### src/rtl/rv32_pkg.sv
// Shared widths and ALU opcode encodings for the RV32 ID/EX slice.
package rv32_pkg;

  localparam int XLEN       = 32;
  localparam int REG_ADDR_W = 5;
  localparam int OPCODE_W   = 4;

  localparam logic [OPCODE_W-1:0] OP_ADD  = 4'b0000;
  localparam logic [OPCODE_W-1:0] OP_SUB  = 4'b1000;
  localparam logic [OPCODE_W-1:0] OP_SLT  = 4'b0010;
  localparam logic [OPCODE_W-1:0] OP_SLTU = 4'b0011;
  localparam logic [OPCODE_W-1:0] OP_SLL  = 4'b0001;
  localparam logic [OPCODE_W-1:0] OP_SRL  = 4'b0101;
  localparam logic [OPCODE_W-1:0] OP_SRA  = 4'b1101;
  localparam logic [OPCODE_W-1:0] OP_XOR  = 4'b0100;
  localparam logic [OPCODE_W-1:0] OP_OR   = 4'b0110;
  localparam logic [OPCODE_W-1:0] OP_AND  = 4'b0111;

endpackage

### src/rtl/rv32_fwd_mux.sv
// Three-way operand select: EX result, then WB data, then register-file data.
module rv32_fwd_mux
  import rv32_pkg::*;
#(
  parameter int W = rv32_pkg::XLEN
) (
  input  logic                  i_fwd_en,
  input  logic [REG_ADDR_W-1:0] i_rs_addr,
  input  logic                  i_ex_wr,
  input  logic [REG_ADDR_W-1:0] i_ex_rd,
  input  logic [W-1:0]          i_ex_data,
  input  logic                  i_wb_wr,
  input  logic [REG_ADDR_W-1:0] i_wb_rd,
  input  logic [W-1:0]          i_wb_data,
  input  logic [W-1:0]          i_rf_data,
  output logic [W-1:0]          o_data
);

  always_comb begin
    // NOTE: default first so every path assigns o_data and no latch is inferred.
    o_data = i_rf_data;
    // x0 is hardwired to zero, so a pending write to it must never be forwarded.
    if (i_fwd_en && (i_rs_addr != '0)) begin
      if (i_ex_wr && (i_ex_rd == i_rs_addr)) begin
        o_data = i_ex_data;
      end else if (i_wb_wr && (i_wb_rd == i_rs_addr)) begin
        o_data = i_wb_data;
      end
    end
  end

endmodule

### src/rtl/rv32_id_ex_reg.sv
// ID/EX pipeline slot with valid/ready handshake, flush and operand forwarding.
// Forwarding is built only when RV32_FWD_EN is defined; otherwise operands come from the register file.
module rv32_id_ex_reg
  import rv32_pkg::*;
#(
  parameter int XLEN = rv32_pkg::XLEN
) (
  input  logic                  clk_in,
  input  logic                  rst_n_in,
  input  logic                  in_valid_in,
  output logic                  in_ready_out,
  input  logic [REG_ADDR_W-1:0] rs1_addr_in,
  input  logic [REG_ADDR_W-1:0] rs2_addr_in,
  input  logic [XLEN-1:0]       rs1_data_in,
  input  logic [XLEN-1:0]       rs2_data_in,
  input  logic                  op2_imm_in,
  input  logic [OPCODE_W-1:0]   opcode_in,
  input  logic [REG_ADDR_W-1:0] rd_addr_in,
  input  logic                  reg_wr_in,
  input  logic                  flush_in,
  input  logic [REG_ADDR_W-1:0] ex_rd_addr_in,
  input  logic                  ex_reg_wr_in,
  input  logic [XLEN-1:0]       ex_result_in,
  input  logic [REG_ADDR_W-1:0] wb_rd_addr_in,
  input  logic                  wb_reg_wr_in,
  input  logic [XLEN-1:0]       wb_data_in,
  output logic                  out_valid_out,
  input  logic                  out_ready_in,
  output logic [XLEN-1:0]       op_1_out,
  output logic [XLEN-1:0]       op_2_out,
  output logic [OPCODE_W-1:0]   opcode_out,
  output logic [REG_ADDR_W-1:0] rd_addr_out,
  output logic                  reg_wr_out
);

  logic                  r_valid;
  logic [XLEN-1:0]       r_op1;
  logic [XLEN-1:0]       r_op2;
  logic [OPCODE_W-1:0]   r_opcode;
  logic [REG_ADDR_W-1:0] r_rd;
  logic                  r_reg_wr;

  logic                  w_in_ready;
  logic                  w_capture;
  logic                  w_fwd1_en;
  logic                  w_fwd2_en;
  logic [XLEN-1:0]       w_op1;
  logic [XLEN-1:0]       w_op2;

  assign w_in_ready = !r_valid || out_ready_in;
  assign w_capture  = in_valid_in && w_in_ready && !flush_in;

`ifdef RV32_FWD_EN
  assign w_fwd1_en = 1'b1;
  assign w_fwd2_en = !op2_imm_in;
`else
  assign w_fwd1_en = 1'b0;
  assign w_fwd2_en = 1'b0;
`endif

  rv32_fwd_mux #(.W(XLEN)) u_fwd_op1 (
    .i_fwd_en  (w_fwd1_en),
    .i_rs_addr (rs1_addr_in),
    .i_ex_wr   (ex_reg_wr_in),
    .i_ex_rd   (ex_rd_addr_in),
    .i_ex_data (ex_result_in),
    .i_wb_wr   (wb_reg_wr_in),
    .i_wb_rd   (wb_rd_addr_in),
    .i_wb_data (wb_data_in),
    .i_rf_data (rs1_data_in),
    .o_data    (w_op1)
  );

  rv32_fwd_mux #(.W(XLEN)) u_fwd_op2 (
    .i_fwd_en  (w_fwd2_en),
    .i_rs_addr (rs2_addr_in),
    .i_ex_wr   (ex_reg_wr_in),
    .i_ex_rd   (ex_rd_addr_in),
    .i_ex_data (ex_result_in),
    .i_wb_wr   (wb_reg_wr_in),
    .i_wb_rd   (wb_rd_addr_in),
    .i_wb_data (wb_data_in),
    .i_rf_data (rs2_data_in),
    .o_data    (w_op2)
  );

  // NOTE: datapath registers are reset too, so the outputs read as zero while in reset.
  always_ff @(posedge clk_in or negedge rst_n_in) begin
    if (!rst_n_in) begin
      // NOTE: non-blocking assignments keep every register sampling pre-edge values.
      r_valid  <= 1'b0;
      r_op1    <= '0;
      r_op2    <= '0;
      r_opcode <= '0;
      r_rd     <= '0;
      r_reg_wr <= 1'b0;
    end else if (flush_in) begin
      r_valid  <= 1'b0;
    end else if (w_capture) begin
      r_valid  <= 1'b1;
      r_op1    <= w_op1;
      r_op2    <= w_op2;
      r_opcode <= opcode_in;
      r_rd     <= rd_addr_in;
      r_reg_wr <= reg_wr_in;
    end else if (out_ready_in) begin
      r_valid  <= 1'b0;
    end
  end

  assign in_ready_out  = w_in_ready;
  assign out_valid_out = r_valid;
  assign op_1_out      = r_op1;
  assign op_2_out      = r_op2;
  assign opcode_out    = r_opcode;
  assign rd_addr_out   = r_rd;
  assign reg_wr_out    = r_valid && r_reg_wr;

endmodule

### config.mk
export PLATFORM = sky130hd
export DESIGN_NAME = rv32_id_ex_reg
export DESIGN_NICKNAME = d
export VERILOG_FILES = /design/src/rtl/rv32_pkg.sv /design/src/rtl/rv32_fwd_mux.sv /design/src/rtl/rv32_id_ex_reg.sv
export SDC_FILE = /design/constraint.sdc
export NUM_CORES = 1
export LEC_CHECK = 0
export BUFFER_PORTS_ARGS = -buffer_cell sky130_fd_sc_hd__clkbuf_2
export CELL_PAD_IN_SITES_DETAIL_PLACEMENT = 0
export CELL_PAD_IN_SITES_GLOBAL_PLACEMENT = 1
export CORE_ASPECT_RATIO = 1.75
export CORE_MARGIN = 5
export CORE_UTILIZATION = 30
export CTS_CLUSTER_DIAMETER = 60
export CTS_CLUSTER_SIZE = 16
export DETAILED_ROUTE_END_ITERATION = 10
export PLACE_DENSITY_LB_ADDON = 0.05
export SLEW_MARGIN = 5
export SYNTH_ARGS = -nofsm -noshare
export SYNTH_HDL_FRONTEND = slang
export SYNTH_SLANG_ARGS = --single-unit
export TNS_END_PERCENT = 100
### constraint.sdc
create_clock -name clk_in -period 4 [get_ports clk_in]
set_clock_uncertainty 0.15 [all_clocks]
set_input_delay 0 -clock clk_in [delete_from_list [all_inputs] [get_ports clk_in]]
set_output_delay 0 -clock clk_in [all_outputs]
set_load 0.02 [all_outputs]
==> qor.yml <==
status:
  status: "finished, final reports clean"
timing:
  max-slew-margin-rel_pct: 35.4
  rsz0062_at_grt: "no"
  finalSetupViolations: 0
  setup_ws_ps: 2100
  fin_crit_ps: 1900
  finalHoldViolCount: 0
  timing.final.crit_share_pct: 47.5
  worst_pin_slew_ps: 968
  clock.fmax_ghz: 0.527
  setup_tns_ps: 0
  slew_viol_final: 0
place:
  numPortBuffers: 154
  dp_hpwl_um: 5130
  placed_area_sq_um: 3950
  placed_cells: 438
  gp_congestion: 0.666
  dp_slack_ps: 2140
global_route:
  grt_use_total_pct: 12.2
  grtUsageMet1_pct: 14.3
  grt_max_degree: 76
  antenna_found_initial: 0
  grt_pass1_vias: 2365
  grt_busiest_layer: "met2"
  grt_pass1_wl_um: 11800
  met2_usage_pct: 20.3
  use_met3_pct: 3.12
  overflow: 0
pwr:
  power.density_nw_per_um2: 491
  ir_drop_mv: 0.213
  power_mw: 2.47
  p_leak_nw: 2.53
worst_setup_path:
  r2r-start: "out_valid_out"
  critPathMaxFanout: 60
  required_ps: 4060
  cp-end-kind: "register"
  path_class: "reg -> reg"
  critPathLaunchType: "register"
  reg2reg_to: "rd_addr_out[4]"
  r2r_slack_ps: 2100
  r2r_cells: 4
  critPathArrivalTime_ps: 1960
finish:
  nFillCells: 908
  area_growth_pct: 61.9
  nets: 565
  final_cells: 531
  drive_gt1_share_pct: 61.4
  final_area_sq_um: 5040
  antenna_cells: 0
logic_synthesis:
  synth-main-ff-cell: "dfrtp_1"
  synth-seq-area-share_pct: 60.2
  syn-cell-area_sq_um: 3120
  syn_avg_cell_area_sq_um: 19.1
  synth.most_common_cell: "dfrtp_1"
  synth_nets: 329
  synth_cell_type_count: 11
  async_reset_ff_share_pct: 100
  synthTopCellsByArea: "dfrtp_1, mux2_4, mux2_2, buf_12, nor2b_4"
  yosys.area_share.simple_pct: 1.29
  synth_largest_area_cell: "dfrtp_1"
  synth_compound_gate_area_share_pct: 0
  synth_cells: 163
  synth_edf_count: 0
  yosysTopAreaCellShare_pct: 60.2
  yosysWarnings: 0
  synth_xor_area_share_pct: 0
  synth_top_family_by_area: "multiplexers"
  synth_commonest_cells: "dfrtp_1, mux2_4, mux2_2"
  ys_ff_latch: 75
  synthMuxAreaShare_pct: 34.0
  synth_fa_ha_area_share_pct: 0
floorplan:
  dieArea_sq_um: 12600
  die_h_um: 145
  rows: 49
  io_pins: 242
  die_w_um: 87.0
  start_util_pct: 30.4
  core_area_sq_um: 10200
worst_hold_path:
  min_to: "in_ready_out"
  holdCritStartpoint: "out_ready_in"
  hold_class: "in -> out"
  whs_path_depth: 4
clocking:
  post-cts-setup-buffers: 0
  cts_root_buf: "clkbuf_16"
  cts_tree: "done"
  clock_latency_ps: 320
  numCtsBuffers: 9
  clockBufferDepth: 2
  cts-resized-gates: 0
  cts.sinks: 75
  cts.clk_slew.worst_paths_ps: 60
  hold_buffers: 77
  cts_max_level: 3
route:
  drc: 0
  drt-pass1-iter-count: 2
  num_vias: 2200
  ant_nets: 0
  via_per_inst: 4.14
  drtIter0Drc: 40
  wirelength_um: 7630
  wl_per_cell_um: 14.4
run:
  cap_violations: 0
-- cell families after synthesis --
group / after synthesis
buffers and inverters: 9
flip-flops: 75
multiplexers: 74
AND/OR/NAND/NOR: 5
-- layer usage --
layer	up-vias	wire, um
met5	-	0
met4	0	134
met3	9	617
met2	95	3870
met1	1058	3010
li1	1038	-
-- worst max path at each step --
stage,start,to,slack [ps],cells past startpoint
2_1_floorplan,out_valid_out,op_1_out[0],2290,5
3_3_place_gp,out_valid_out,op_1_out[21],2150,4
3_5_place_dp,out_valid_out,r_reg_wr,2140,4
4_1_cts,out_valid_out,op_1_out[23],2120,4
5_1_grt,out_valid_out,op_1_out[23],2060,4
6_report,out_valid_out,rd_addr_out[4],2100,4
-- report_power, final --
part	internal (mW)	switching (mW)	leakage (nW)
Sequential	0.888	0.0692	0.883
Combinational	0.328	0.316	1.49
Clock	0.563	0.311	0.155
Total	1.78	0.696	2.53
-- registers in the layout (all words and copies together), names as in the netlist --
register       count
op_1_out          32
rd_addr_out        5
out_valid_out      1
op_2_out          32
r_reg_wr           1
opcode_out         4
-- cell usage in the layout, fill, tap and decap left out --
cell           Yosys  final
clkinv_2           0      1
buf_12             6      1
clkbuf_8           0      1
clkbuf_2           0    153
nor2_1             2      2
dfrtp_1           75     75
clkinv_4           0      1
nor3b_4            0      1
buf_4              0      2
clkbuf_16          0      9
bufinv_16          0      2
mux2_4            60     60
mux2_2            14     14
dlygate4sd3_1      0     77
and2_1             1      1
inv_1              1      1
clkinvlp_4         0      2
nor2b_4            1      1
-- worst max-delay path, cell delays in order (launching register included) --
cell and delay, ps:
dfrtp_1 400, nor2b_4 150, nor3b_4 220, buf_12 370
mux2_2 390
-- stage by stage --
| step | utilization [%] | hold WS, ps |
|---|---|---|
| floorplan | - | -446 |
| global placement | 38.5 | 61.9 |
| detailed placement | 38.5 | 68.1 |
| CTS | 49.3 | 206 |
| global route | 49.3 | 220 |
| finish | 49.3 | 207 |
-- area by class of cell --
| type | count | area (sq um) | area share (%) |
|---|---|---|---|
| Tap cell | 127 | 159 | 3.15 |
| Sequential cell | 75 | 1880 | 37.2 |
| Multi-Input combinational cell | 79 | 1100 | 21.9 |
| Inverter | 1 | 3.75 | 0.0744 |
| Clock inverter | 6 | 88.8 | 1.76 |
| Timing Repair Buffer | 233 | 1570 | 31.2 |
| Clock buffer | 10 | 239 | 4.74 |
Note: power is estimated with default switching activity, not from simulation.
